==> src/rtl/dvp_tx_pkg.sv <==
// dvp_tx_pkg -- shared types and default timing for the DVP transmitter.
//   state_t   : FSM state encoding used by dvp_tx
//   DEF_*     : default frame geometry / blanking lengths (pclk cycles)
//   CNT_W     : width of the pixel, line and blanking counters
package dvp_tx_pkg;

  typedef enum logic [2:0] {
    IDLE,
    VSYNC,
    VBP,
    LINE,
    HBLANK,
    VFP
  } state_t;

  localparam int DEF_WIDTH      = 1280;
  localparam int DEF_HEIGHT     = 720;
  localparam int DEF_VSYNC_CYC  = 8;
  localparam int DEF_VBP_CYC    = 16;
  localparam int DEF_HBLANK_CYC = 16;
  localparam int DEF_VFP_CYC    = 16;

  localparam int CNT_W = 16;

endpackage

==> src/rtl/dvp_tx_pattern.sv <==
// dvp_tx_pattern -- internal test-pattern source for dvp_tx.
// Only compiled when DVP_TX_TEST_PATTERN_EN is defined.
// Ports:
//   i_hcnt  [7:0]  : current pixel index within the line
//   i_vcnt  [7:0]  : current line index
//   o_pixel [15:0] : pattern pixel {line, pixel}
`ifdef DVP_TX_TEST_PATTERN_EN
module dvp_tx_pattern (
  input  logic [7:0]  i_hcnt,
  input  logic [7:0]  i_vcnt,
  output logic [15:0] o_pixel
);

  assign o_pixel = {i_vcnt, i_hcnt};

endmodule
`endif

==> src/rtl/dvp_tx.sv <==
// dvp_tx -- DVP (8-bit parallel camera bus) frame transmitter.
// Takes a 16-bit pixel stream and sends each pixel as two bytes (low, high)
// framed by vsync / href, with programmable blanking.
// Optional feature: define DVP_TX_TEST_PATTERN_EN to enable the internal
// {line, pixel} test pattern selected by test_mode.
// Ports:
//   pclk, rst               : clock, asynchronous active-high reset
//   enable                  : frame start request (sampled in IDLE only)
//   test_mode               : select internal pattern (feature build only)
//   in_data/in_valid/in_ready : pixel stream; in_ready is state-derived
//   vsync, href, data[7:0]  : registered DVP bus
//   busy, frame_done, underflow : status (busy level, others 1-cycle pulses)
// All timing parameters must be >= 1.
//
// state  | meaning
// IDLE   | waiting for enable
// VSYNC  | vsync pulse, VSYNC_CYC cycles
// VBP    | vertical back porch, VBP_CYC cycles
// LINE   | active line, 2*WIDTH byte cycles
// HBLANK | gap between lines, HBLANK_CYC cycles
// VFP    | vertical front porch after last line, VFP_CYC cycles
module dvp_tx
  import dvp_tx_pkg::*;
#(
  parameter int WIDTH      = DEF_WIDTH,
  parameter int HEIGHT     = DEF_HEIGHT,
  parameter int VSYNC_CYC  = DEF_VSYNC_CYC,
  parameter int VBP_CYC    = DEF_VBP_CYC,
  parameter int HBLANK_CYC = DEF_HBLANK_CYC,
  parameter int VFP_CYC    = DEF_VFP_CYC
) (
  input  logic        pclk,
  input  logic        rst,
  input  logic        enable,
  input  logic        test_mode,
  input  logic [15:0] in_data,
  input  logic        in_valid,
  output logic        in_ready,
  output logic        vsync,
  output logic        href,
  output logic [7:0]  data,
  output logic        busy,
  output logic        frame_done,
  output logic        underflow
);

  localparam logic [CNT_W-1:0] L_ONE      = CNT_W'(1);
  localparam logic [CNT_W-1:0] L_HLAST    = CNT_W'(WIDTH - 1);
  localparam logic [CNT_W-1:0] L_VLAST    = CNT_W'(HEIGHT - 1);
  localparam logic [CNT_W-1:0] L_VSYNC_LD = CNT_W'(VSYNC_CYC - 1);
  localparam logic [CNT_W-1:0] L_VBP_LD   = CNT_W'(VBP_CYC - 1);
  localparam logic [CNT_W-1:0] L_HBL_LD   = CNT_W'(HBLANK_CYC - 1);
  localparam logic [CNT_W-1:0] L_VFP_LD   = CNT_W'(VFP_CYC - 1);

  state_t           r_state;
  state_t           w_state_nxt;
  logic [CNT_W-1:0] r_tmr;
  logic [CNT_W-1:0] w_tmr_ld_val;
  logic             w_tmr_ld;
  logic             w_tc;
  logic             r_phase;
  logic [CNT_W-1:0] r_hcnt;
  logic [CNT_W-1:0] r_vcnt;
  logic [7:0]       r_hi;
  logic             w_line_end;
  logic             w_last_line;
  logic             w_req;
  logic             w_pat_on;
  logic [15:0]      w_pat_pix;
  logic [15:0]      w_pix;

  assign w_tc        = (r_tmr == '0);
  assign w_last_line = (r_vcnt == L_VLAST);
  // Last byte cycle of a line: high-byte phase of the last pixel.
  assign w_line_end  = (r_state == LINE) && r_phase && (r_hcnt == L_HLAST);

  // The pixel fetch happens on the low-byte phase; outputs lag the state by
  // one register stage, so this lands one cycle before the low byte.
  assign w_req    = (r_state == LINE) && !r_phase && !w_pat_on;
  assign in_ready = w_req;
  assign busy     = (r_state != IDLE);

`ifdef DVP_TX_TEST_PATTERN_EN
  assign w_pat_on = test_mode;

  dvp_tx_pattern u_pattern (
    .i_hcnt  (r_hcnt[7:0]),
    .i_vcnt  (r_vcnt[7:0]),
    .o_pixel (w_pat_pix)
  );
`else
  logic w_unused_test_mode;
  assign w_unused_test_mode = test_mode;
  assign w_pat_on           = 1'b0;
  assign w_pat_pix          = 16'h0000;
`endif

  always_comb begin
    w_pix = in_valid ? in_data : 16'h0000;
    if (w_pat_on) w_pix = w_pat_pix;
  end

  always_comb begin
    w_state_nxt  = r_state;
    w_tmr_ld     = 1'b0;
    w_tmr_ld_val = '0;
    case (r_state)
      IDLE: begin
        if (enable) begin
          w_state_nxt  = VSYNC;
          w_tmr_ld     = 1'b1;
          w_tmr_ld_val = L_VSYNC_LD;
        end
      end
      VSYNC: begin
        if (w_tc) begin
          w_state_nxt  = VBP;
          w_tmr_ld     = 1'b1;
          w_tmr_ld_val = L_VBP_LD;
        end
      end
      VBP: begin
        if (w_tc) w_state_nxt = LINE;
      end
      LINE: begin
        if (w_line_end) begin
          w_tmr_ld = 1'b1;
          if (w_last_line) begin
            w_state_nxt  = VFP;
            w_tmr_ld_val = L_VFP_LD;
          end else begin
            w_state_nxt  = HBLANK;
            w_tmr_ld_val = L_HBL_LD;
          end
        end
      end
      HBLANK: begin
        if (w_tc) w_state_nxt = LINE;
      end
      VFP: begin
        if (w_tc) w_state_nxt = IDLE;
      end
      default: w_state_nxt = IDLE;
    endcase
  end

  always_ff @(posedge pclk or posedge rst) begin
    if (rst) begin
      r_state <= IDLE;
      r_tmr   <= '0;
      r_phase <= 1'b0;
      r_hcnt  <= '0;
      r_vcnt  <= '0;
    end else begin
      r_state <= w_state_nxt;
      if (w_tmr_ld) r_tmr <= w_tmr_ld_val;
      else if (!w_tc) r_tmr <= r_tmr - L_ONE;
      r_phase <= (r_state == LINE) ? ~r_phase : 1'b0;
      // Pixel wrap and line advance share the same edge.
      if ((r_state == LINE) && r_phase) begin
        if (r_hcnt == L_HLAST) begin
          r_hcnt <= '0;
          r_vcnt <= r_vcnt + L_ONE;
        end else begin
          r_hcnt <= r_hcnt + L_ONE;
        end
      end
      if (w_state_nxt == IDLE) begin
        r_hcnt <= '0;
        r_vcnt <= '0;
      end
    end
  end

  always_ff @(posedge pclk or posedge rst) begin
    if (rst) begin
      vsync      <= 1'b0;
      href       <= 1'b0;
      data       <= 8'h00;
      r_hi       <= 8'h00;
      frame_done <= 1'b0;
      underflow  <= 1'b0;
    end else begin
      vsync      <= (r_state == VSYNC);
      href       <= (r_state == LINE);
      frame_done <= w_line_end && w_last_line;
      underflow  <= w_req && !in_valid;
      if (r_state == LINE) begin
        if (!r_phase) begin
          data <= w_pix[7:0];
          r_hi <= w_pix[15:8];
        end else begin
          data <= r_hi;
        end
      end else begin
        data <= 8'h00;
      end
    end
  end

endmodule
==> config.mk <==
export PLATFORM = sky130hd
export DESIGN_NAME = dvp_tx
export DESIGN_NICKNAME = d
export VERILOG_FILES = /design/src/rtl/dvp_tx_pkg.sv /design/src/rtl/dvp_tx_pattern.sv /design/src/rtl/dvp_tx.sv
export SDC_FILE = /design/constraint.sdc
export NUM_CORES = 1
export LEC_CHECK = 0
export BUFFER_PORTS_ARGS = -buffer_cell sky130_fd_sc_hd__buf_2
export CAP_MARGIN = 20
export CORE_ASPECT_RATIO = 0.5
export CORE_UTILIZATION = 44
export CTS_CLUSTER_DIAMETER = 80
export DETAILED_ROUTE_END_ITERATION = 8
export GPL_ROUTABILITY_DRIVEN = 0
export PLACE_DENSITY_LB_ADDON = 0.05
export REMOVE_ABC_BUFFERS = 1
export SYNTH_ARGS = -nofsm -noshare
export SYNTH_HDL_FRONTEND = slang
export SYNTH_HIERARCHICAL = 1
export SYNTH_SLANG_ARGS = --single-unit
export TNS_END_PERCENT = 50
==> constraint.sdc <==
create_clock -name pclk -period 3.2 [get_ports pclk]
set_input_delay 0.48 -clock pclk [delete_from_list [all_inputs] [get_ports pclk]]
set_output_delay 0.48 -clock pclk [all_outputs]
set_load 0.01 [all_outputs]
==> summary by stage, run 1 <==
Outcome
The run finished with clean final reports.

STA
Setup total negative slack on the finished layout was measured at 0 ps. The final count of pins violating max slew is 0. The number of hold violations in the final report is 0.

The highest clock rate is approximately 0.38 GHz. The time the worst path needs with I/O delays and setup is 2630 ps. Measured against its own limit, the worst slew margin works out to 0.475. The ratio of final minimum period to clock period is 0.823. For the pin with the worst max-slew slack, the measured transition is ~790 ps.

The final worst clock skew is roughly 7 ps. Setup violations remaining at the end of the flow were counted as 0. Setup repair after global routing left no endpoint under its margin.

Worst setup path
Grouping stages by cell kind, the critical path spends the most delay in simple AND/OR/NAND/NOR gates. The master of the slowest instance on the critical path is sky130_fd_sc_hd__o21ai_0. In this design, the stage delay of the slowest critical-path cell is between 400 and 500 ps. Counting both buffers and inverters, the worst setup path holds a total of 1. The signal arrival time at the worst endpoint is between 2000 and 3000 ps. Traced cell by cell, the critical path runs through inv_1, ha_1, nor4b_1, nand4_1, mux2i_1, nand2_1, o21ai_0, a41oi_1.

The worst endpoint required time is 3370 ps. The maximum fanout along the worst path is 4. The type of origin of the critical path is a flip-flop. The critical path class is flip-flop to flip-flop. STA classifies the critical path endpoint as a flip-flop.

Logic synthesis
Of the total synthesized cell area, the portion taken by AND, OR, NAND and NOR gates is 0.258. By area the synthesized netlist is led by sky130_fd_sc_hd__dfrtp_1, sky130_fd_sc_hd__nor2_1, sky130_fd_sc_hd__nand2_1. The average instance area after synthesis is ~9.5 um2. Counting flops and latches in the post-synthesis netlist gives 72.

Summing every instance area after synthesis gives 0.00357 mm2. Of the total synthesized cell area, the portion taken by XOR and XNOR cells is 0.0711. After synthesis, the largest family of logic cells by area is simple AND/OR/NAND/NOR gates. The share of the synthesized area in compound gates (AO/OA/AOI/OAI) is 0.111. Of the total synthesized cell area, the portion taken by full adders, half adders and majority gates is 0.0105.

The count of synthesis-stage warnings from yosys is 6. The share of synthesized registers carrying an async set or reset is 1.00. Of the post-synthesis cell area, the dominant cell type holds 0.505. The gate count after technology mapping is 377. The number of enable flip-flop cells after synthesis is 0.

In the synthesized netlist, the cells that appear most often are sky130_fd_sc_hd__dfrtp_1, sky130_fd_sc_hd__nor2_1, sky130_fd_sc_hd__nand2_1. Of all cell types, the one taking the most synthesized area is sky130_fd_sc_hd__dfrtp_1. The sequential-to-total area share from yosys stat is 0.505. Of the post-synthesis cell area, the part taken by muxes is 0.0112. In the synthesized netlist the dominant register cell turns out to be sky130_fd_sc_hd__dfrtp_1. The cell with the most instances after synthesis is sky130_fd_sc_hd__dfrtp_1. The distinct cell type count of the synthesized netlist is 45.

Final layout
After the flow finishes, the layout carries non-filler instances totaling 522. The count of antenna diodes in the layout is 0. After routing the design area is ~0.0041 mm2.

In the final layout, the share of cells above drive strength 1 is 0.152. The final-stage net count is 434. Compared with the post-synthesis result, the final layout area differs by 15.9%.

Drt
The number of detailed-route iterations in the first pass is 4. The detail-routed via count per cell is about 5.4. For this run, design rule violations remaining after detail routing come to 0. Once detail routing completed, the nets flagged for antenna violations numbered 0. After detailed routing, the average wire length per cell comes to 14.1 um. The total wirelength of the detailed-routed design is 7350 um.

The initial DRC count is between 100 and 150. The total number of vias is roughly 2800.

Die
The die span in x is roughly 130 um. During I/O placement, the number of pins put on the boundary was 35. The row count is 22. The starting utilization of the core area is 0.470.

The floorplan step set the die height to 65.7 um. In this run the standard cell core region covers between 0.007 and 0.008 mm2. The full die area is between 0.008 and 0.009 mm2.

Global route
The first global-routing pass estimated between 10000 and 15000 um of wire. Across every metal layer, demand over resource in global routing totals 0.202. The number of antenna violations at the first check in global routing is 0. The maximum number of pins on one net before global-route repair is 38. The number of global-route vias before repair is 2817.

The remaining global-route overflow is 0.

Power and ir drop
Of the total power, combinational logic draws 0.027. In this run the power density over the cells is ~470 mW/mm2. Of the total power, registers draw 0.477.

For this design the total switching power over the nets is 0.000401 W. Summed over all cells, the static leakage comes to between 1.5 and 2 nW. Internal power comes to ~0.0015 W. Of the total power, the clock network draws 0.496. The fraction of power spent switching nets is 0.206. The total power after layout is slightly below 0.002 W. The worst voltage drop across the vdd grid is 283 uV.

Clock network
The number of buffers on the longest clock path is 2. The insertion delay to the later sink of the worst-skew pair is around 330 ps. Buffers added to address setup during post-CTS repair amount to 0. The clock transition time at the flip-flop clock pins of the worst setup and hold paths is about 60 ps.

The clock tree from TritonCTS is done. The number of cells upsized or downsized after cts is 0. The number of CTS-inserted buffers is 9.

Buffers inserted to repair hold after CTS numbered 0. The root buffer cell chosen for the clock tree is sky130_fd_sc_hd__clkbuf_16. The tree built by TritonCTS fans out to a little over 70 sinks. The H-tree depth reported by CTS is 3.

Place
The estimated wirelength of the detail-placed design is 4980 um. Once placement finished, the instance area stood at just under 0.004 mm2. Port buffering added 33 buffers.

The number of placed instances, taps included is 507.

Min path
The worst min-delay path category is input pin to async pin.

Job
The number of violations of the max-capacitance limit is 0.
==> worst reg2reg max path, delay by kind of cell, from the launching register on <==
family,cells,cell delay [ps]
buffers and inverters,1,90
multiplexers,1,270
AO/OA/AOI/OAI,2,700
flip-flops,1,400
adder cells (fa/ha/maj),1,170
AND/OR/NAND/NOR,3,860
==> worst paths after layout <==
check	slack, ps	depth (start not counted)	from	endpoint
max in group asynchronous	2240	3	rst	data[1]
setup / recovery	570	8	r_tmr[0]	r_hcnt[12]
min in group pclk	370	2	in_data[1]	data[1]
hold / removal	300	2	rst	r_hcnt[8]
setup reg to reg	570	8	r_tmr[0]	r_hcnt[12]
hold reg to reg	480	1	r_hcnt[15]	r_hcnt[15]
==> per-stage QoR <==
step,hold slack [ps],utilization,setup WS [ps]
detailed placement,473,0.507,582
global route,354,0.545,219
global placement,462,0.507,719
floorplan,445,-,691
finish,303,0.545,565
CTS,329,0.545,554
==> layout by cell type (no fill, tap or decap), drive strengths merged, types with 11 or more instances in the layout <==
cell	n
buf	40
nor2	49
a21oi	13
nand2	46
nand3	17
nand4	15
dfrtp	72
xor2	19
nor3	11
o21ai	21
==> registers in the layout, summed over array words and instances (netlist names) <==
signal      flops
r_hi            8
data            8
r_hcnt         16
r_phase         1
r_tmr          16
href            1
r_state         3
vsync           1
underflow       1
r_vcnt         16
frame_done      1
==> power by group through the flow <==
stage | Clock (W) | Combinational (W) | Sequential, W
finish | 0.000964 | 0.0000525 | 0.000926
floorplan | 0 | 0.0000229 | 0.000945
global route | 0.00102 | 0.0000622 | 0.000927
global placement | 0 | 0.0000538 | 0.000942
detailed placement | 0 | 0.0000550 | 0.000942
CTS | 0.000991 | 0.0000549 | 0.000926
==> metal layers <==
metal  track usage  part of all wire  up-vias  wire, um
li1              -                 -     1394         -
met1         0.268              0.52     1358      3800
met2         0.323              0.44       40      3200
met3        0.0627             0.041        7       299
met4        0.0471            0.0075        0        55
met5             0                 0        -         0
==> layout make-up <==
type / count / area [um2]
fillers: 726 / 3460
inverters: 9 / 33.8
clock inverters: 5 / 58.8
repair buffers: 40 / 230
multi-input cells: 278 / 1650
flip-flops and latches: 72 / 1800
well taps: 108 / 135
clock buffers: 10 / 229
==> logic make-up after synthesis <==
logic type,after synthesis
mux,4
flops,72
xor+xnor,29
simple gates,180
buf+inv,27
compound gates,62
fa+ha+maj,3
Note: power is estimated with default switching activity, not from simulation.
==> run 2, diff against run 1 <==
==> constraint.sdc (replaced) <==
create_clock -name pclk -period 2.3 [get_ports pclk]
set_input_delay 0.345 -clock pclk [delete_from_list [all_inputs] [get_ports pclk]]
set_output_delay 0.345 -clock pclk [all_outputs]
set_load 0.01 [all_outputs]
==> run 2 against run 1 <==
Critical path depth up 1. Global-route usage rose by 1.5 points. Worst setup slack lost 490 ps. Core utilization up 3.5 points. Final cell count up 4.4%. Combinational power rose by 40%. Clock power is 41% higher. First-iteration DRC count increased by 44%. Register-to-register slack worse by 490 ps. Total power up 40%. Clock skew grew 1.7 ps. Wire length increased by 7.0%.
==> summary by stage, run 2 (same netlist as run 1, synthesis figures left out) <==
Outcome
The run finished with clean final reports.

Worst setup path
The setup path with the least slack is of type flip-flop to flip-flop. The depth of the worst register-to-register path is 9 (+1). The signal arrival time at the worst endpoint is 2450 ps (-350 ps). The worst endpoint required time came to 2530 ps (-840 ps). The maximum fanout along the worst path was 5 (+1). The type of origin of the critical path is a flip-flop.

The worst setup path is captured at a flip-flop.

Final layout
The number of inserted filler cells in the final layout was 694 (-4.4%). The library cells used most frequently in the layout, excluding fill and tap cells, are sky130_fd_sc_hd__dfrtp_1, sky130_fd_sc_hd__nor2_1, sky130_fd_sc_hd__nand2_1. Compared with the post-synthesis result, the final layout area differs by 23.4%. The area of all placed cells without fillers is 0.00441 mm2 (+6.5%). The largest registers in the layout are r_hcnt (16), r_tmr (16), r_vcnt (16). The fraction of layout cells with a size suffix above 1 was 0.222 (+0.0698). The multi-input combinational cell area was 0.00173 mm2 (+5.1%).

The count of antenna diodes in the layout is 0 (unchanged). Leaving out fill and tap cells, the most frequent cell in the layout is sky130_fd_sc_hd__dfrtp_1. The final-stage net count is 456 (+5.1%). The area occupied by registers was 0.00180 mm2 (unchanged).

Power and ir drop
The power density normalized to cell area is 618 mW/mm2 (+32%). The clock network fraction of design power was 0.500 (+0.004). The fraction of power spent switching nets is 0.210 (+0.00348). The static leakage is 1.99 nW (+8.6%). The internal power contribution is 0.00215 W (+40%). The power dissipated by switching net loads is 0.000572 W (+43%). The part of the power in combinational logic was 0.027 (about the same). The sequential share of power was 0.473 (-0.004).

The total power after layout is 0.00272 W (+40%). The worst voltage drop across the vdd grid is 397 uV (+40%).

STA
The number of hold violations in the final report is 0 (unchanged). The ratio of final minimum period to clock period was 0.966 (+0.142). The headroom to the max-slew limit came to 0.521 (+0.0461). The transition time at the pin with the least slew margin is 713 ps (-73.5 ps). The highest clock rate is 0.450 GHz (+19%). The time the worst path needs with I/O delays and setup is 2220 ps (-414 ps). The setup slack of the critical path after layout is 79.0 ps (-486 ps). Setup repair after global routing could not meet its margin everywhere.

The final count of pins violating max slew is 0 (unchanged). The final worst clock skew is 8.64 ps (+1.65 ps). The final setup violation count is 0 (unchanged).

Clock network
The number of CTS-inserted buffers was 9 (unchanged). The number of buffers on the longest clock path is 2 (unchanged). The H-tree depth reported by CTS was 3 (unchanged). The tree is rooted in a sky130_fd_sc_hd__clkbuf_16. The clock transition time at the flip-flop clock pins of the worst setup and hold paths is 60 ps (about the same). The total number of clock tree sinks came to 72 (unchanged). The insertion delay to the later sink of the worst-skew pair is 340 ps (about the same).

The clock tree from TritonCTS is done.

Die
The full die area was 0.00850 mm2 (unchanged). The die span in x is 129 um (unchanged). The number of top-level design ports is 35 (unchanged).

The die boundary height is 65.7 um (unchanged). The row count came to 22 (unchanged). The placeable core region was 0.00760 mm2 (unchanged). The starting utilization of the core area is 0.470 (unchanged).

Place
The quantity of I/O buffers inserted on ports is 33 (unchanged). The post-placement cell area is 0.00402 mm2 (+4.4%). The estimated wirelength of the detail-placed design is 5270 um (+5.8%).

The worst slack at placement was -38.1 ps (-620 ps).

Drt
The met2 wire length is 3570 um (+12%). The initial DRC count is 191 (+44%). The routed length on met3 is 403 um (+35%). The highest metal layer carrying signal wires in the routed design is met4.

The count of unresolved DRC violations after routing is 0 (unchanged). The average wire per cell in the routed design is 14.4 um (+2.5%). The total number of vias was 2931 (+4.7%). The detail-routed via count per cell is 5.38 (+0.30%). The total wirelength of the detailed-routed design is 7870 um (+7.0%). The number of detailed-route iterations in the first pass is 5 (+1). The post-detailed-route count of antenna-violating nets is 0 (unchanged).

The sum of routed wire segments on met1 is 3810 um (+0.32%).

Global route
The global-route usage over all layers is 0.217 (+0.0150). The remaining global-route overflow is 0 (unchanged). The number of antenna violations at the first check in global routing is 0 (unchanged). The number of global-route vias before repair is 2919 (+3.6%). The wire length of the first global-routing pass is 14100 um (+7.0%). The maximum number of pins on one net before global-route repair came to 73 (+92%).

Min path
The tightest min-delay check is of the input pin to async pin type.

Job
The number of violations of the max-capacitance limit was 0 (unchanged).
run 2: cell count changes in the layout (fill, tap and decap cells not counted), moves of 2 or more:
cell	previous run	this run
sky130_fd_sc_hd__buf_4	6	26
sky130_fd_sc_hd__nor4_1	5	3
sky130_fd_sc_hd__inv_1	8	6
sky130_fd_sc_hd__nor4b_4	0	2
sky130_fd_sc_hd__inv_2	1	3
sky130_fd_sc_hd__clkinvlp_4	2	0
run 2: final timing paths:
check,endpoint,startpoint,slack [ps]
worst min register to register,r_hi[5],r_hi[5],480
worst max register to register,r_tmr[11],r_tmr[1],80
min in group pclk,data[4],in_data[4],220
worst min-delay path,frame_done,rst,100
max in group asynchronous,r_tmr[6],rst,1920
worst max-delay path,r_tmr[11],r_tmr[1],80
run 2: critical path: stages, from the launching register on:
cell	delay (ps)
sky130_fd_sc_hd__dfrtp_1	350
sky130_fd_sc_hd__inv_2	60
sky130_fd_sc_hd__ha_4	160
sky130_fd_sc_hd__nor4b_4	130
sky130_fd_sc_hd__buf_4	130
sky130_fd_sc_hd__and3_1	180
sky130_fd_sc_hd__or4_4	590
sky130_fd_sc_hd__nor4b_4	300
sky130_fd_sc_hd__xnor2_1	160
sky130_fd_sc_hd__nor2_2	40
run 2: cell type report:
cell class,count,share of cell area
multi-input combinational,278,0.393
clock buffer,11,0.0528
sequential,72,0.409
clock inverter,5,0.0131
timing repair buffer,62,0.0934
inverter,9,0.00767
tap,108,0.0307
run 2: what timing repair did:
action,4_1_cts,5_1_grt
endpoints found under the hold margin,0,0
hold buffers,0,0
gates resized for setup,2,16
setup endpoints to repair,32,34
pin swaps,0,4
setup buffers,0,1
run 2: layer usage:
metal  vias up  global-route usage
met4         0              0.0559
met5         -                   0
met2        56               0.337
met3        11              0.0782
met1      1431               0.286
li1       1433                   -
run 2: power groups by stage:
stage | Clock, W | Combinational (W) | Sequential [W]
finish | 0.00136 | 0.0000737 | 0.00129
global route | 0.00146 | 0.0000863 | 0.00129
CTS | 0.00140 | 0.0000775 | 0.00129
detailed placement | 0 | 0.0000773 | 0.00131
global placement | 0 | 0.0000752 | 0.00131
floorplan | 0 | 0.0000319 | 0.00131
run 2: stage by stage:
step	std cells	hold slack, ps	setup TNS, ps	utilization
finish	545	95.2	0	0.580
global route	545	130	-45.7	0.580
CTS	544	103	0	0.569
detailed placement	528	466	-90.9	0.529
global placement	528	459	-11.5	0.529
floorplan	359	411	-4450	-
